**src/rtl/uart_rx_fifo.sv**
```systemverilog
// 8N1 UART receiver feeding a small FIFO; byte visible on data_out 2 cycles after the stop sample.
// Consumer backpressure via data_ready; a byte arriving while the FIFO is full is dropped and flagged.
module uart_rx_fifo #(
  parameter int DELAY_FRAMES = 234,
  parameter int FIFO_DEPTH   = 4
) (
  input  logic       clk,
  input  logic       reset,
  input  logic       uart_rx,
  output logic [7:0] data_out,
  output logic       data_valid,
  input  logic       data_ready,
  output logic       frame_error,
  output logic       overflow
);

  localparam int CW = $clog2(DELAY_FRAMES) + 1;
  localparam int PW = $clog2(FIFO_DEPTH);
  localparam int NW = PW + 1;
  localparam logic [CW-1:0] HALF_LAST = CW'(DELAY_FRAMES / 2 - 1);
  localparam logic [CW-1:0] BIT_LAST  = CW'(DELAY_FRAMES - 1);

  typedef enum logic [2:0] {IDLE, START, DATA, STOP, WAIT_IDLE} state_t;

  logic          rx_m, rx_s;
  state_t        state, state_n;
  logic [CW-1:0] cnt, cnt_n;
  logic [2:0]    bit_idx, bit_idx_n;
  logic [7:0]    shreg, shreg_n;
  logic          push_req, push_n, ferr_n;

  always_ff @(posedge clk) begin
    if (reset) begin
      rx_m        <= 1'b1;
      rx_s        <= 1'b1;
      state       <= IDLE;
      cnt         <= '0;
      bit_idx     <= '0;
      shreg       <= '0;
      push_req    <= 1'b0;
      frame_error <= 1'b0;
    end else begin
      rx_m        <= uart_rx;
      rx_s        <= rx_m;
      state       <= state_n;
      cnt         <= cnt_n;
      bit_idx     <= bit_idx_n;
      shreg       <= shreg_n;
      push_req    <= push_n;
      frame_error <= ferr_n;
    end
  end

  always_comb begin
    state_n   = state;
    cnt_n     = cnt + CW'(1);
    bit_idx_n = bit_idx;
    shreg_n   = shreg;
    push_n    = 1'b0;
    ferr_n    = 1'b0;
    case (state)
      IDLE: begin
        cnt_n = '0;
        if (!rx_s) state_n = START;
      end
      START: begin
        if (cnt == HALF_LAST) begin
          cnt_n     = '0;
          bit_idx_n = '0;
          state_n   = rx_s ? IDLE : DATA;
        end
      end
      DATA: begin
        if (cnt == BIT_LAST) begin
          cnt_n     = '0;
          shreg_n   = {rx_s, shreg[7:1]};
          bit_idx_n = bit_idx + 3'd1;
          if (bit_idx == 3'd7) state_n = STOP;
        end
      end
      STOP: begin
        if (cnt == BIT_LAST) begin
          cnt_n = '0;
          if (rx_s) begin
            push_n  = 1'b1;
            state_n = IDLE;
          end else begin
            ferr_n  = 1'b1;
            state_n = WAIT_IDLE;
          end
        end
      end
      WAIT_IDLE: begin
        cnt_n = '0;
        if (rx_s) state_n = IDLE;
      end
      default: begin
        cnt_n   = '0;
        state_n = IDLE;
      end
    endcase
  end

  // shreg stays stable through the push cycle: the next frame cannot reach DATA that soon.
  logic [7:0]    mem [FIFO_DEPTH];
  logic [PW-1:0] wr_ptr, rd_ptr, rd_next;
  logic [NW-1:0] count, count_next;
  logic          do_pop, do_push, full;
  logic [7:0]    head_next;

  always_comb begin
    do_pop     = data_valid & data_ready;
    full       = (count == NW'(FIFO_DEPTH));
    do_push    = push_req & (~full | do_pop);
    rd_next    = rd_ptr + PW'(do_pop);
    count_next = count + NW'(do_push) - NW'(do_pop);
    // The incoming byte becomes head only when it lands in an otherwise empty FIFO.
    head_next  = (do_push && (wr_ptr == rd_next)) ? shreg : mem[rd_next];
  end

  always_ff @(posedge clk) begin
    if (!reset && do_push) mem[wr_ptr] <= shreg;
  end

  always_ff @(posedge clk) begin
    if (reset) begin
      wr_ptr     <= '0;
      rd_ptr     <= '0;
      count      <= '0;
      data_valid <= 1'b0;
      data_out   <= '0;
      overflow   <= 1'b0;
    end else begin
      if (do_push) wr_ptr <= wr_ptr + PW'(1);
      rd_ptr     <= rd_next;
      count      <= count_next;
      data_valid <= (count_next != '0);
      if (count_next != '0) data_out <= head_next;
      overflow   <= push_req & full & ~do_pop;
    end
  end

endmodule

```
**config.mk**
```make
export PLATFORM = sky130hd
export DESIGN_NAME = uart_rx_fifo
export DESIGN_NICKNAME = d
export VERILOG_FILES = /design/src/rtl/uart_rx_fifo.sv
export SDC_FILE = /design/constraint.sdc
export NUM_CORES = 1
export LEC_CHECK = 0
export CAP_MARGIN = 15
export CORE_ASPECT_RATIO = 0.9
export CORE_MARGIN = 1.5
export CORE_UTILIZATION = 55
export DETAILED_ROUTE_END_ITERATION = 8
export MAX_ROUTING_LAYER = met4
export PLACE_DENSITY_LB_ADDON = 0.15
export SYNTH_ARGS = -nofsm -noshare
export SYNTH_HDL_FRONTEND = slang
export SYNTH_SLANG_ARGS = --single-unit
```
**constraint.sdc**
```tcl
create_clock -name clk -period 3.5 [get_ports clk]
set_input_delay 0.35 -clock clk [delete_from_list [all_inputs] [get_ports clk]]
set_output_delay 0.35 -clock clk [all_outputs]
set_load 0.01 [all_outputs]
```
==> results of run 1 <==
[cells in the final DEF, fill, tap and decap left out, drive strengths merged, types with 3 or more instances in the layout]
| cell | count |
|---|---|
| a21oi | 13 |
| and2 | 5 |
| buf | 6 |
| clkbuf | 11 |
| clkdlybuf4s50 | 14 |
| dfxtp | 44 |
| edfxtp | 32 |
| ha | 11 |
| inv | 16 |
| mux4 | 8 |
| nand2 | 40 |
| nand2b | 5 |
| nand3 | 8 |
| nor2 | 19 |
| nor2b | 7 |
| nor3 | 4 |
| nor3b | 3 |
| o211ai | 8 |
| or3 | 3 |
| xnor2 | 7 |
| xor2 | 4 |
[worst reg2reg max path, delay by kind of cell, from the launching register on]
kind | cells | cell delay [ps]
AND/OR/NAND/NOR | 6 | 1290
AO/OA/AOI/OAI | 2 | 370
XOR/XNOR | 1 | 450
adder cells (fa/ha/maj) | 2 | 550
flip-flops | 1 | 320
[report_power, final]
| part | switching, mW | internal (mW) | total (mW) |
|---|---|---|---|
| Combinational | 0.223 | 0.260 | 0.483 |
| Clock | 0.311 | 0.373 | 0.684 |
| Sequential | 0.0304 | 0.973 | 1.00 |
[cells in the mapped netlist (all sizes together) (3+ instances only)]
cell | instances | area share [%]
ha | 11 | 4.4
nor2b | 7 | 1.4
buf | 6 | 0.87
nand2b | 5 | 0.99
nand3 | 8 | 1.3
nor3b | 3 | 0.71
xor2 | 4 | 1.7
or3 | 3 | 0.59
inv | 15 | 1.8
mux4 | 8 | 6.6
a21oi | 13 | 2.1
xnor2 | 7 | 2.2
dfxtp | 44 | 28
nand2 | 40 | 4.7
nor3 | 4 | 0.79
o211ai | 8 | 1.9
and2 | 5 | 0.99
edfxtp | 32 | 30
nor2 | 19 | 2.3
[flip-flops by register name, indices dropped and copies added (netlist names)]
name	flops
mem	32
cnt	9
data_out	8
shreg	8
bit_idx	3
count	3
state	3
rd_ptr	2
wr_ptr	2
data_valid	1
frame_error	1
overflow	1
push_req	1
rx_m	1
rx_s	1
[cell families (layout without fill, tap and decap cells)]
| family | count (synthesis) | count (layout) | share of synthesized area, % |
|---|---|---|---|
| XOR/XNOR | 12 | 12 | 4.59 |
| AND/OR/NAND/NOR | 104 | 104 | 16.4 |
| adder cells (fa/ha/maj) | 12 | 12 | 4.99 |
| flip-flops | 76 | 76 | 58.3 |
| AO/OA/AOI/OAI | 29 | 29 | 6.37 |
| multiplexers | 8 | 8 | 6.65 |
| buffers and inverters | 22 | 51 | 2.77 |
[final cells by class]
type,count,share of cell area (%)
Clock buffer,11,4.23
Clock inverter,5,1.59
Inverter,15,1.56
Multi-Input combinational cell,165,34.1
Sequential cell,76,51.0
Tap cell,67,2.32
Timing Repair Buffer,20,5.13
[metrics by stage]
stage	instance area (µm²)	utilization (%)
floorplan	3160	-
global placement	3400	62.8
detailed placement	3400	62.8
CTS	3610	66.7
global route	3610	66.7
finish	3610	66.7
[layer usage]
| layer | track usage (%) | vias up | wire, µm |
|---|---|---|---|
| met3 | 6.91 | 4 | 235 |
| met4 | 7.22 | 0 | 41 |
| met5 | - | - | 0 |
| met2 | 29.5 | 33 | 2300 |
| li1 | - | 974 | - |
| met1 | 23.4 | 862 | 2560 |
[how the worst max path moves through the flow]
stage / startpoint / to / slack [ps] / depth (start not counted)
after detailed placement: data_ready / data_out[0] / 50 / 12
after global placement: data_ready / data_out[3] / 130 / 12
final: data_ready / data_out[0] / 380 / 12
after floorplan: data_valid / data_out[0] / 570 / 11
after global routing: data_ready / data_out[6] / 210 / 12
after CTS: data_ready / data_out[0] / 400 / 12
==> impl_results.md, run 1 <==
* Die Area at 6210 µm²
* Top Ports at 15
* Maximum vdd drop at 403 µV
* Worst max-slew margin expressed relative to the limit at 65.6%
* Register area share after synthesis at 58.3%
* Unique masters post-synth at 39
* Endpoint of the worst register-to-register path: data_out[0]
* Count of input and output buffers at 14
* CP required at 3770 ps
* Setup TNS Final at 0 ps
* Setup WS pre-CTS at 50.2 ps
* Placed Cells at 343
* Buffer type at the clock tree root: clkbuf_8
* Post-synthesis register bit count at 76
* DRT antenna net count at 0
* Highest cell delay on the worst timing path at 480 ps
* Global placement routability congestion at 0.757
* Multi-input logic area at 1230 µm²
* Detailed-route DRC error count at 0
* Wire length per cell after detailed routing at 14.3 µm
* Data arrival at the endpoint of the critical path at 3380 ps
* Worst Hold Depth at 1
* Buffers inserted by post-CTS timing repair at 0
* Power Density at 601 nW/µm²
* Peak clock frequency supported by timing at 321 MHz
* Clock Pin Slew Worst Setup and Hold Paths at 80 ps
* Ordered cell list for the critical path: clkdlybuf4s50_1 -> and2_1 -> or4b_4 -> nand2_1 -> o21ai_0 -> ha_1 -> fa_1 -> xnor3_1 -> nor3_2 -> nor2_1 -> nand4_1 -> o211ai_1
* Floorplan die height at 74.9 µm
* GRT Util Overall at 19.1%
* Transition time at the pin with the least slew margin at 516 ps
* Skew final at 8.03 ps
* # nets final at 303
* Reg2reg path depth at 11
* Least setup slack across all paths after layout at 383 ps
* Iteration-0 DRC count of the detailed router at 71
* Antenna Diode Count at 0
* FF+latch area at 1840 µm²
* Final hold slack at 417 ps
* Skew-Pair Late Insertion Delay at 350 ps
* Setup slack of the worst register-to-register path at 450 ps
* Worst Path Max Fanout at 8
* Clock Path Buffers at 2
* Number of vias per cell at 5.22
* Result of the run: finished, final reports clean
* Synthesized netlist net count at 279
* CTS tree: yes
* Setup repair after global routing missed its margin: no
* Hold-fix buffers, CTS at 0
* Count of non-filler cells in the finished layout at 359
* Number of iterations in the first detailed-routing pass at 4
* Hold Path Class: reg2reg
* Share of the clock period used by the worst path after layout at 89.1%
* Initial Utilization at 58.4%
* Filler Cell Count at 408
* EDFF count, synth at 32
* Mapped Cells at 263
* Kind of start point of the critical path: input port
* Type of the worst setup path: in2reg
* Dominant delay contributor by cell family on the critical path: simple AND/OR/NAND/NOR gates
* Total number of placement rows at 25
* Buf/Inv on CP at 1
* First-pass GRT wire length at 8580 µm
* Async S/R FF share, synth at 0%
* Yosys warns at 0
* Routed vias at 1873
* Number of global-route vias before repair at 1815
* # setup viols final at 0
* Launch point of the worst reg-to-reg path: data_valid
* Initial antenna violation count at 0
* WHS Endpoint: rx_s
* HPWL after detailed placement at 3530 µm
* Average instance area after synthesis at 12.0 µm²
* Endpoint kind of the worst setup timing path: flop
* Most used DFF post-synth: dfxtp_1
* Leakage power figure at 1.23 nW
* Total overflow reported by the global router at 0
* Total of max-cap violations at 0
* Post_cts resized at 0
* Die outline width at 82.9 µm
* Total count of hold-check failures in the final report at 0
* Pin count of the biggest net entering global routing at 23
* Min Tclk post-route at 3120 ps
* Worst min-delay path startpoint: rx_m
* Maximum level of the CTS H-tree at 3
* Post-Syn Area at 3160 µm²
* Wirelength, routed at 5130 µm
* Standard cell core area at 5410 µm²
* Area growth syn-to-layout at 14.2%
* Clock Sink Count at 76
* Power after layout at 2.17 mW
* Final slew viol count at 0
* Cell type of the slowest stage on the worst timing path: or4b_4
* Ratio of cells with drive above 1 in the final layout at 9.59%
* Number of CTS-inserted buffers at 9
(Power assumes the default switching activity.)
==> run 2: changes to the inputs <==
- CTS_CLUSTER_DIAMETER: not set -> 80
- PLACE_DENSITY_LB_ADDON: 0.15 -> 0.12
==> run 2 against run 1 <==
  * Routed wire length decreased by 0.18%
  * Clock power increased by 1%
  * Maximum frequency increased by 0.43%
  * Critical endpoint is now data_out[6]
==> impl_results.md, run 2 (same netlist as run 1, synthesis figures left out) <==
* Top register by number of flip-flops: mem
* Maximum level of the CTS H-tree at 3 (unchanged)
* Skew-Pair Late Insertion Delay at 350 ps (about the same)
* Wirelength, routed at 5120 µm (-0.18%)
* Number of global-route vias before repair at 1815 (unchanged)
* Number of CTS-inserted buffers at 9 (unchanged)
* Standard cell core area at 5410 µm² (unchanged)
* Setup repair after global routing missed its margin: no
* Power Density at 604 nW/µm² (+0.48%)
* # setup viols final at 0 (unchanged)
* Leakage power figure at 1.24 nW (+0.71%)
* Floorplan die height at 74.9 µm (unchanged)
* Area growth syn-to-layout at 14.0%
* Worst Path Max Fanout at 8 (unchanged)
* First-pass GRT wire length at 8580 µm (about the same)
* Clock Sink Count at 76 (unchanged)
* Initial Utilization at 58.4% (unchanged)
* HPWL after detailed placement at 3540 µm (+0.40%)
* Buf/Inv on CP at 1 (unchanged)
* Transition time at the pin with the least slew margin at 519 ps (+2.91 ps)
* Peak clock frequency supported by timing at 322 MHz (+0.43%)
* Skew final at 8.87 ps (+0.832 ps)
* Total number of placement rows at 25 (unchanged)
* Antenna Diode Count at 0 (unchanged)
* Total count of hold-check failures in the final report at 0 (unchanged)
* Pin count of the biggest net entering global routing at 26 (+13%)
* Initial antenna violation count at 0 (unchanged)
* Post_cts resized at 0 (unchanged)
* Dominant delay contributor by cell family on the critical path: simple AND/OR/NAND/NOR gates
* Number of vias per cell at 5.25 (+0.53%)
* Most used cells in the layout excluding fill and tap cells: dfxtp_1 (44), nand2_1 (40), edfxtp_1 (32)
* Global placement routability congestion at 0.755 (-0.32%)
* Die outline width at 82.9 µm (unchanged)
* Final slew viol count at 0 (unchanged)
* Highest cell delay on the worst timing path at 490 ps (about the same)
* # nets final at 303 (unchanged)
* Number of iterations in the first detailed-routing pass at 5 (+1)
* Buffer type at the clock tree root: clkbuf_8
* GRT Util Overall at 18.9% (-0.13 points)
* Setup TNS Final at 0 ps (unchanged)
* Min Tclk post-route at 3100 ps (-13.3 ps)
* DRT antenna net count at 0 (unchanged)
* Most common cell after layout, fill and taps aside: dfxtp_1
* Detailed-route DRC error count at 0 (unchanged)
* CTS tree: yes
* Power after layout at 2.18 mW (+0.38%)
* Hold Path Class: reg2reg
* Die Area at 6210 µm² (unchanged)
* Routed vias at 1883 (+0.53%)
* Kind of start point of the critical path: input port
* Share of the clock period used by the worst path after layout at 88.7% (-0.38 points)
* Type of the worst setup path: in2reg
* Largest registers ranked by flip-flop count: mem (32), cnt (9)
* Clock Path Buffers at 2 (unchanged)
* Clock Pin Slew Worst Setup and Hold Paths at 70 ps (about the same)
* Buffers inserted by post-CTS timing repair at 0 (unchanged)
* Top Ports at 15 (unchanged)
* Iteration-0 DRC count of the detailed router at 96 (+35%)
* Worst max-slew margin expressed relative to the limit at 65.4% (-0.19 points)
* Total overflow reported by the global router at 0 (unchanged)
* Ratio of cells with drive above 1 in the final layout at 9.59% (unchanged)
* Result of the run: finished, final reports clean
* Hold-fix buffers, CTS at 0 (unchanged)
* Filler Cell Count at 409 (+0.25%)
* Ordered cell list for the critical path: clkdlybuf4s50_1 -> and2_1 -> or4b_4 -> nand2_1 -> o21ai_0 -> ha_1 -> fa_1 -> xnor3_1 -> nor3_2 -> nor2_1 -> nand4_1 -> o211ai_1
* Endpoint kind of the worst setup timing path: flop
* Maximum vdd drop at 383 µV (-4.9%)
* Data arrival at the endpoint of the critical path at 3370 ps (about the same)
* Setup slack of the worst register-to-register path at 470 ps (+20 ps)
* Wire length per cell after detailed routing at 14.3 µm (-0.18%)
* Total of max-cap violations at 0 (unchanged)
* Max FFs per register at 32 (unchanged)
* CP required at 3760 ps (about the same)
* Count of input and output buffers at 14 (unchanged)
* Cell type of the slowest stage on the worst timing path: or4b_4
## run 2: cell types whose count changed in the layout (fill, tap and decap cells not counted), sizes merged
| cell | change |
|---|---|
| clkinv | +3 |
| clkinvlp | -2 |
| bufinv | +1 |
| clkbuf | -1 |
| inv | -1 |
## run 2: final timing paths
path / startpoint / endpoint / depth (start not counted)
min reg2reg: rx_m / rx_s / 1
max reg2reg: data_valid / data_out[6] / 11
min: rx_m / rx_s / 1
max: data_ready / data_out[6] / 12
## run 2: layout make-up
cell class | count | area [µm²] | area share (%)
clock buffer | 10 | 128 | 3.54
clock inverter | 6 | 78.8 | 2.19
inverter | 15 | 56.3 | 1.56
multi-input combinational | 165 | 1230 | 34.2
sequential | 76 | 1840 | 51.1
tap | 67 | 83.8 | 2.32
timing repair buffer | 20 | 185 | 5.14
## run 2: where the power goes
group | switching [mW] | internal (mW) | leakage (nW)
clock | 0.295 | 0.395 | 0.107
combinational | 0.226 | 0.259 | 0.475
sequential | 0.0301 | 0.974 | 0.654
total | 0.551 | 1.63 | 1.24
## run 2: stage by stage
| stage | instance area, µm² | util [%] | setup WS [ps] | hold WS [ps] | instances |
|---|---|---|---|---|---|
| floorplan | 3160 | - | 571 | 389 | 263 |
| global placement | 3400 | 62.8 | 162 | 406 | 343 |
| detailed placement | 3400 | 62.8 | 63.3 | 409 | 343 |
| CTS | 3610 | 66.6 | 413 | 420 | 359 |
| global route | 3610 | 66.6 | 166 | 434 | 359 |
| finish | 3610 | 66.6 | 396 | 416 | 359 |
## run 2: metal layers
layer / GRT usage [%] / vias up / share of wire, %
met4: 6.11 / 0 / 1.4
met2: 30.2 / 43 / 47
met1: 23.3 / 863 / 48
met5: - / - / 0
met3: 6.36 / 8 / 4.2
li1: - / 969 / -
